==> src/rtl/mmio_responder_pkg.sv <==
// mmio_responder_pkg: MMIO register map, status bit positions and TX state type
package mmio_responder_pkg;
    localparam logic [7:0] OFF_STATUS = 8'h00;
    localparam logic [7:0] OFF_RX     = 8'h04;
    localparam logic [7:0] OFF_TX     = 8'h08;
    localparam logic [7:0] OFF_CYC    = 8'h10;
    localparam logic [7:0] OFF_INSTR  = 8'h14;
    localparam logic [7:0] OFF_CLR    = 8'h18;
    localparam int ST_TX_READY    = 0;
    localparam int ST_RX_NONEMPTY = 1;
    typedef enum logic {TX_IDLE, TX_PEND} tx_state_t;
    function automatic logic is_mmio(input logic [31:0] a, input int msb);
        return a[msb];
    endfunction
endpackage

==> src/rtl/mmio_responder_if.sv <==
// mmio_responder_if: CPU data-port and UART ready/valid signals of the MMIO responder
interface mmio_responder_if;
    logic        req_valid;
    logic [31:0] addr;
    logic        re;
    logic        we;
    logic [31:0] wdata;
    logic        inst_retire;
    logic [31:0] dout;
    logic [7:0]  rx_data;
    logic        rx_data_valid;
    logic        rx_data_ready;
    logic [7:0]  tx_data;
    logic        tx_data_valid;
    logic        tx_data_ready;
    modport master (
        output req_valid, addr, re, we, wdata, inst_retire, rx_data, rx_data_valid, tx_data_ready,
        input  dout, rx_data_ready, tx_data, tx_data_valid
    );
    modport slave (
        input  req_valid, addr, re, we, wdata, inst_retire, rx_data, rx_data_valid, tx_data_ready,
        output dout, rx_data_ready, tx_data, tx_data_valid
    );
endinterface

==> src/rtl/mmio_rx_fifo.sv <==
// mmio_rx_fifo: synchronous byte FIFO; a push is still taken when full if a pop happens the same cycle
module mmio_rx_fifo #(
    parameter int DEPTH = 4,
    parameter int WIDTH = 8
) (
    input  logic             clk,
    input  logic             rst,
    input  logic             push,
    input  logic [WIDTH-1:0] din,
    input  logic             pop,
    output logic [WIDTH-1:0] head,
    output logic             full,
    output logic             empty
);
    localparam int AW = $clog2(DEPTH);
    logic [WIDTH-1:0] mem [DEPTH];
    logic [AW-1:0]    wp, rp;
    logic [AW:0]      cnt;
    logic             push_ok, pop_ok;
    assign full    = cnt == (AW+1)'(DEPTH);
    assign empty   = cnt == '0;
    assign pop_ok  = pop & ~empty;
    assign push_ok = push & (~full | pop_ok);
    assign head    = mem[rp];
    always_ff @(posedge clk) begin
        if (rst) begin
            wp  <= '0;
            rp  <= '0;
            cnt <= '0;
        end else begin
            wp  <= wp + AW'(push_ok);
            rp  <= rp + AW'(pop_ok);
            cnt <= cnt + (AW+1)'(push_ok) - (AW+1)'(pop_ok);
        end
    end
    always_ff @(posedge clk) begin
        if (push_ok) mem[wp] <= din;
    end
endmodule

==> src/rtl/mmio_responder.sv <==
// mmio_responder: MMIO decode, UART RX FIFO/TX holding register, perf counters, registered load data
module mmio_responder
    import mmio_responder_pkg::*;
#(
    parameter int RX_DEPTH = 4,
    parameter int ADDR_MSB = 31
) (
    input logic               clk,
    input logic               rst,
    mmio_responder_if.slave   bus
);
    tx_state_t   tx_state, tx_state_n;
    logic [7:0]  off, rx_head, tx_byte;
    logic [31:0] cyc, instr, rdata;
    logic        hit, ld, st, tx_load, tx_valid, rx_full, rx_empty, clr;
    logic        unused_bits;
    assign unused_bits = ^{bus.addr, bus.wdata};
    assign off = bus.addr[7:0];
    assign hit = bus.req_valid & is_mmio(bus.addr, ADDR_MSB);
    // a combined re/we access behaves as a load only
    assign ld  = hit & bus.re;
    assign st  = hit & bus.we & ~bus.re;
    assign clr = st & (off == OFF_CLR);
    mmio_rx_fifo #(.DEPTH(RX_DEPTH), .WIDTH(8)) u_rx (
        .clk   (clk),
        .rst   (rst),
        .push  (bus.rx_data_valid),
        .din   (bus.rx_data),
        .pop   (ld & (off == OFF_RX)),
        .head  (rx_head),
        .full  (rx_full),
        .empty (rx_empty)
    );
    assign bus.rx_data_ready = ~rx_full;
    assign tx_valid          = tx_state == TX_PEND;
    assign bus.tx_data_valid = tx_valid;
    assign bus.tx_data       = tx_byte;
    always_comb begin
        tx_state_n = tx_state;
        tx_load    = (tx_state == TX_IDLE) & st & (off == OFF_TX);
        tx_state_n = tx_load ? TX_PEND : (tx_valid & bus.tx_data_ready) ? TX_IDLE : tx_state;
    end
    always_ff @(posedge clk) begin
        if (rst) begin
            tx_state <= TX_IDLE;
            tx_byte  <= '0;
        end else begin
            tx_state <= tx_state_n;
            if (tx_load) tx_byte <= bus.wdata[7:0];
        end
    end
    always_ff @(posedge clk) begin
        if (rst || clr) begin
            cyc   <= '0;
            instr <= '0;
        end else begin
            cyc   <= cyc + 32'd1;
            instr <= instr + 32'(bus.inst_retire);
        end
    end
    // read mux sees pre-update state, so a load returns values from before its own side effects
    always_comb begin
        rdata = '0;
        rdata[ST_TX_READY]    = (off == OFF_STATUS) & ~tx_valid;
        rdata[ST_RX_NONEMPTY] = (off == OFF_STATUS) & ~rx_empty;
        rdata = (off == OFF_RX)    ? (rx_empty ? 32'd0 : {24'd0, rx_head}) :
                (off == OFF_CYC)   ? cyc :
                (off == OFF_INSTR) ? instr : rdata;
    end
    always_ff @(posedge clk) begin
        if (rst) bus.dout <= '0;
        else if (ld) bus.dout <= rdata;
    end
endmodule

==> src/flat_wrapper.sv <==
// flat-port wrapper written by rule: the top's interface ports become plain ports
module mmio_responder_flat import mmio_responder_pkg::*;
#(
    parameter int RX_DEPTH = 4,
    parameter int ADDR_MSB = 31
)
  (clk, rst, bus_req_valid, bus_addr, bus_re, bus_we, bus_wdata, bus_inst_retire, bus_rx_data, bus_rx_data_valid, bus_tx_data_ready, bus_dout, bus_rx_data_ready, bus_tx_data, bus_tx_data_valid);
  mmio_responder_if bus_i ();
  input logic clk;
  input logic rst;
  input wire logic [$bits(bus_i.req_valid)-1:0] bus_req_valid;
  input wire logic [$bits(bus_i.addr)-1:0] bus_addr;
  input wire logic [$bits(bus_i.re)-1:0] bus_re;
  input wire logic [$bits(bus_i.we)-1:0] bus_we;
  input wire logic [$bits(bus_i.wdata)-1:0] bus_wdata;
  input wire logic [$bits(bus_i.inst_retire)-1:0] bus_inst_retire;
  input wire logic [$bits(bus_i.rx_data)-1:0] bus_rx_data;
  input wire logic [$bits(bus_i.rx_data_valid)-1:0] bus_rx_data_valid;
  input wire logic [$bits(bus_i.tx_data_ready)-1:0] bus_tx_data_ready;
  output wire logic [$bits(bus_i.dout)-1:0] bus_dout;
  output wire logic [$bits(bus_i.rx_data_ready)-1:0] bus_rx_data_ready;
  output wire logic [$bits(bus_i.tx_data)-1:0] bus_tx_data;
  output wire logic [$bits(bus_i.tx_data_valid)-1:0] bus_tx_data_valid;
  assign bus_i.req_valid = bus_req_valid;
  assign bus_i.addr = bus_addr;
  assign bus_i.re = bus_re;
  assign bus_i.we = bus_we;
  assign bus_i.wdata = bus_wdata;
  assign bus_i.inst_retire = bus_inst_retire;
  assign bus_i.rx_data = bus_rx_data;
  assign bus_i.rx_data_valid = bus_rx_data_valid;
  assign bus_i.tx_data_ready = bus_tx_data_ready;
  assign bus_dout = bus_i.dout;
  assign bus_rx_data_ready = bus_i.rx_data_ready;
  assign bus_tx_data = bus_i.tx_data;
  assign bus_tx_data_valid = bus_i.tx_data_valid;
  mmio_responder #(.RX_DEPTH(RX_DEPTH), .ADDR_MSB(ADDR_MSB)) u_core (.clk(clk), .rst(rst), .bus(bus_i));
endmodule
==> config.mk <==
export PLATFORM = sky130hd
export DESIGN_NAME = mmio_responder_flat
export DESIGN_NICKNAME = d
export VERILOG_FILES = /design/src/rtl/mmio_responder_pkg.sv /design/src/rtl/mmio_responder_if.sv /design/src/rtl/mmio_rx_fifo.sv /design/src/rtl/mmio_responder.sv /design/src/flat_wrapper.sv
export SDC_FILE = /design/constraint.sdc
export NUM_CORES = 1
export LEC_CHECK = 0
export BUFFER_PORTS_ARGS = -buffer_cell sky130_fd_sc_hd__buf_2
export CAP_MARGIN = 30
export CORE_MARGIN = 10
export CORE_UTILIZATION = 42
export CTS_CLUSTER_DIAMETER = 100
export DETAILED_ROUTE_END_ITERATION = 7
export GPL_ROUTABILITY_DRIVEN = 1
export PLACE_DENSITY = 0.66
export REMOVE_ABC_BUFFERS = 1
export SLEW_MARGIN = 20
export SYNTH_ARGS = -nofsm -noshare
export SYNTH_HDL_FRONTEND = slang
export SYNTH_SLANG_ARGS = --single-unit
==> constraint.sdc <==
create_clock -name clk -period 3.95 [get_ports clk]
set_input_delay 0.395 -clock clk [delete_from_list [all_inputs] [get_ports clk]]
set_output_delay 0.395 -clock clk [all_outputs]
set_load 0.02 [all_outputs]
==> flow_summary.ini <==
[pwr]
power_mw = 3.428
power_leakage_nw = 2.881
power.density_mw_per_mm2 = 453.7
power.ir.vdd_worst_mv = 0.3404

[cells_and_area]
final_nets = 765
layout_common_cells = 112 x sky130_fd_sc_hd__dfxtp_1, 110 x sky130_fd_sc_hd__nor2_1, 74 x sky130_fd_sc_hd__buf_2
most_common_cell_after_layout_fill_and_taps_aside = sky130_fd_sc_hd__dfxtp_1
post_route_utilization_pct = 50.26
diode_count = 0
areaGrowthSynthToFinish_pct = 18.18
fillerInstances = 1357
final_layout_size_suffix_gt1_share_pct = 26.38

[clocking]
clock_sinks = 144
tritoncts_clock_tree = yes
post_cts_buffers = 0
clk-insertion-delay-late_ns = 0.43
htree_levels = 4
clk_transition_reported_paths_ns = 0.06
post_cts_hold_buffer_count = 0
cts-root-to-sink-buffers = 2
cts_buffers = 17
cts_repair_resize_count = 0
cts.root.buffer_cell = sky130_fd_sc_hd__clkbuf_16

[worst_setup_path]
crit_path_end_kind = register
critical_path.reg2reg.endpoint = u_core.u_rx.cnt[2]
timing.reg2reg.setup_slack_ns = 1.60
critical_path_arrival_ns = 2.78
cp_top_family = adder cells
critPathMaxFanout = 13
timing.reg2reg.worst_path_depth = 11
cp_num_cells = 12
worst_ep_required_time_ns = 4.25
delay_of_the_slowest_cell_on_the_worst_path_ns = 0.48
timing.critical_path.from_type = input port
worstPathBufferInverterCount = 3
critical_path.slowest_cell = sky130_fd_sc_hd__nand3_1
crit_path_end = u_core.u_rx.cnt[2]
crit-reg2reg-launch = u_core.u_rx.cnt[1]
cp_cell_sequence = buf_2 -> nand3_1 -> nor2_1 -> o21ai_1 -> ha_1 -> inv_1 -> ha_1 -> inv_1 -> fa_1 -> xor2_1 -> xnor2_1 -> nor2_1
startpoint = bus_req_valid
path_class = in2reg

[synthesis]
synth.cell_area_mm2 = 0.006394
synth_area_per_cell_um2 = 10.50
synth-async-reset-ratio_pct = 0
postSynthCellCount = 609
postSynthRegisterBits = 144
ys.flop_type = sky130_fd_sc_hd__dfxtp_1
synth_seq_area_share_pct = 50.10
synth.yosys.warnings = 0
synth_edf_count = 32
synth.distinct_cells = 51

[floorplan]
die-height_um = 143.4
initial_core_util_pct = 42.53
rows = 45
die-area_mm2 = 0.02056
die_w_um = 143.4
fp.coreArea_mm2 = 0.01503
top_level_ports = 122

[global_route]
global_route_wire_length_before_repair_um = 24450
gr_util_all_layers_pct = 15.03
gr-total-overflow = 0
initial_antenna_violation_count = 1
grt_pass1_vias = 4918
maximum_number_of_pins_on_one_net_before_global_route_repair = 49

[sta]
grt_setup_unrepaired = false
finalWorstSetupSlack_ns = 1.464
fin_worst_skew_ns = 0.006716
worst_slew_pin_slew_ns = 0.8460
max_freq_mhz = 402.2
worst_slack_on_hold_paths_ns = 0.1778
period_minus_slack_ns = 2.486
final_min_period_over_clock_period_pct = 62.95
timing.slew.headroom_pct = 43.45
finalSetupTns_ns = 0
final_max_slew_viol_count = 0
setup_viol = 0
report.final.hold_viol_count = 0

[place]
dp_worst_setup_slack_ns = 1.096
post-dp-hpwl_um = 10360
place_congestion = 0.8353
io_buffer_count = 74

[route]
routedWlPerCell_um = 16.92
drtIter0Drc = 245
post-route-drc-count = 0
detailedRoute.firstPassIterationCount = 4
detailroute.via_count = 4736
detail_route.vias_per_cell = 5.394
detail_route.wirelength_um = 14850
route.antenna.remaining_nets = 0

[job]
cap_violations = 0

[status]
run_status = finished, final reports clean

[hold_path]
hold_path_class = in2reg
==> cell usage after synthesis, types with 12 or more instances <==
cell type,n,area share (%)
sky130_fd_sc_hd__a22oi_1,24,2.8
sky130_fd_sc_hd__clkbuf_1,15,0.88
sky130_fd_sc_hd__dfxtp_1,112,35
sky130_fd_sc_hd__edfxtp_1,32,15
sky130_fd_sc_hd__inv_1,12,0.70
sky130_fd_sc_hd__mux2_2,30,5.3
sky130_fd_sc_hd__nand2_1,23,1.4
sky130_fd_sc_hd__nand3_1,28,2.2
sky130_fd_sc_hd__nand4_1,17,1.7
sky130_fd_sc_hd__nor2_1,110,6.5
sky130_fd_sc_hd__nor3_1,13,1.0
sky130_fd_sc_hd__xnor2_1,31,4.2
sky130_fd_sc_hd__xor2_1,30,4.1
==> cell families (layout without fill, tap and decap cells) <==
group / count (synthesis) / in the layout / synth area share, %
xor+xnor: 61 / 61 / 8.356
compound gates: 49 / 49 / 5.323
buf+inv: 47 / 128 / 3.209
mux: 46 / 46 / 9.354
simple gates: 254 / 254 / 21.98
fa+ha+maj: 8 / 8 / 1.683
flops: 144 / 144 / 50.10
==> state kept, by name (all words and copies together), names as in the netlist <==
| signal | cells |
|---|---|
| u_core.instr | 32 |
| u_core.u_rx.cnt | 3 |
| u_core.u_rx.mem | 32 |
| u_core.bus.tx_data | 8 |
| u_core.cyc | 32 |
| u_core.bus.tx_data_valid | 1 |
| u_core.u_rx.rp | 2 |
| u_core.bus.dout | 32 |
| u_core.u_rx.wp | 2 |
==> worst min-delay path by stage <==
stage	start	endpoint	slack, ns	depth (start not counted)
2_1_floorplan	u_core.cyc[0]	u_core.cyc[0]	0.45	1
3_3_place_gp	u_core.bus.dout[5]	u_core.bus.dout[5]	0.44	2
3_5_place_dp	u_core.bus.dout[5]	u_core.bus.dout[5]	0.46	2
4_1_cts	bus_rx_data[5]	u_core.u_rx.mem[3][5]	0.16	1
5_1_grt	bus_rx_data[5]	u_core.u_rx.mem[1][5]	0.16	1
6_report	bus_rx_data[2]	u_core.u_rx.mem[1][2]	0.18	1
==> where the power goes <==
part	total [mW]	internal, mW	switching [mW]
clock	1.65	1.00	0.647
combinational	0.194	0.0791	0.115
sequential	1.59	1.56	0.0271
total	3.43	2.64	0.789
==> metal layers <==
metal  GRT usage [%]  vias up  wire, um
li1                -     2296         -
met1           16.91     2294      6244
met2           25.16      115      7367
met3           5.908       29       958
met4           5.588        2       275
met5               0        -         7
==> through the flow <==
step | cell area (um^2) | cells
floorplan | 6233 | 574
global placement | 6930 | 845
detailed placement | 6930 | 845
CTS | 7541 | 877
global route | 7556 | 878
finish | 7556 | 878
==> layout make-up <==
type / count / area, um^2 / share of cell area, %
clock inverter: 14 / 181.4 / 2.401
multi-input combinational: 418 / 2997 / 39.66
clock buffer: 18 / 429.2 / 5.680
tap: 188 / 235.2 / 3.113
sequential: 144 / 3203 / 42.39
timing repair buffer: 84 / 465.4 / 6.160
inverter: 12 / 45.04 / 0.5961
No activity file was read; power rests on OpenSTA's default activity.
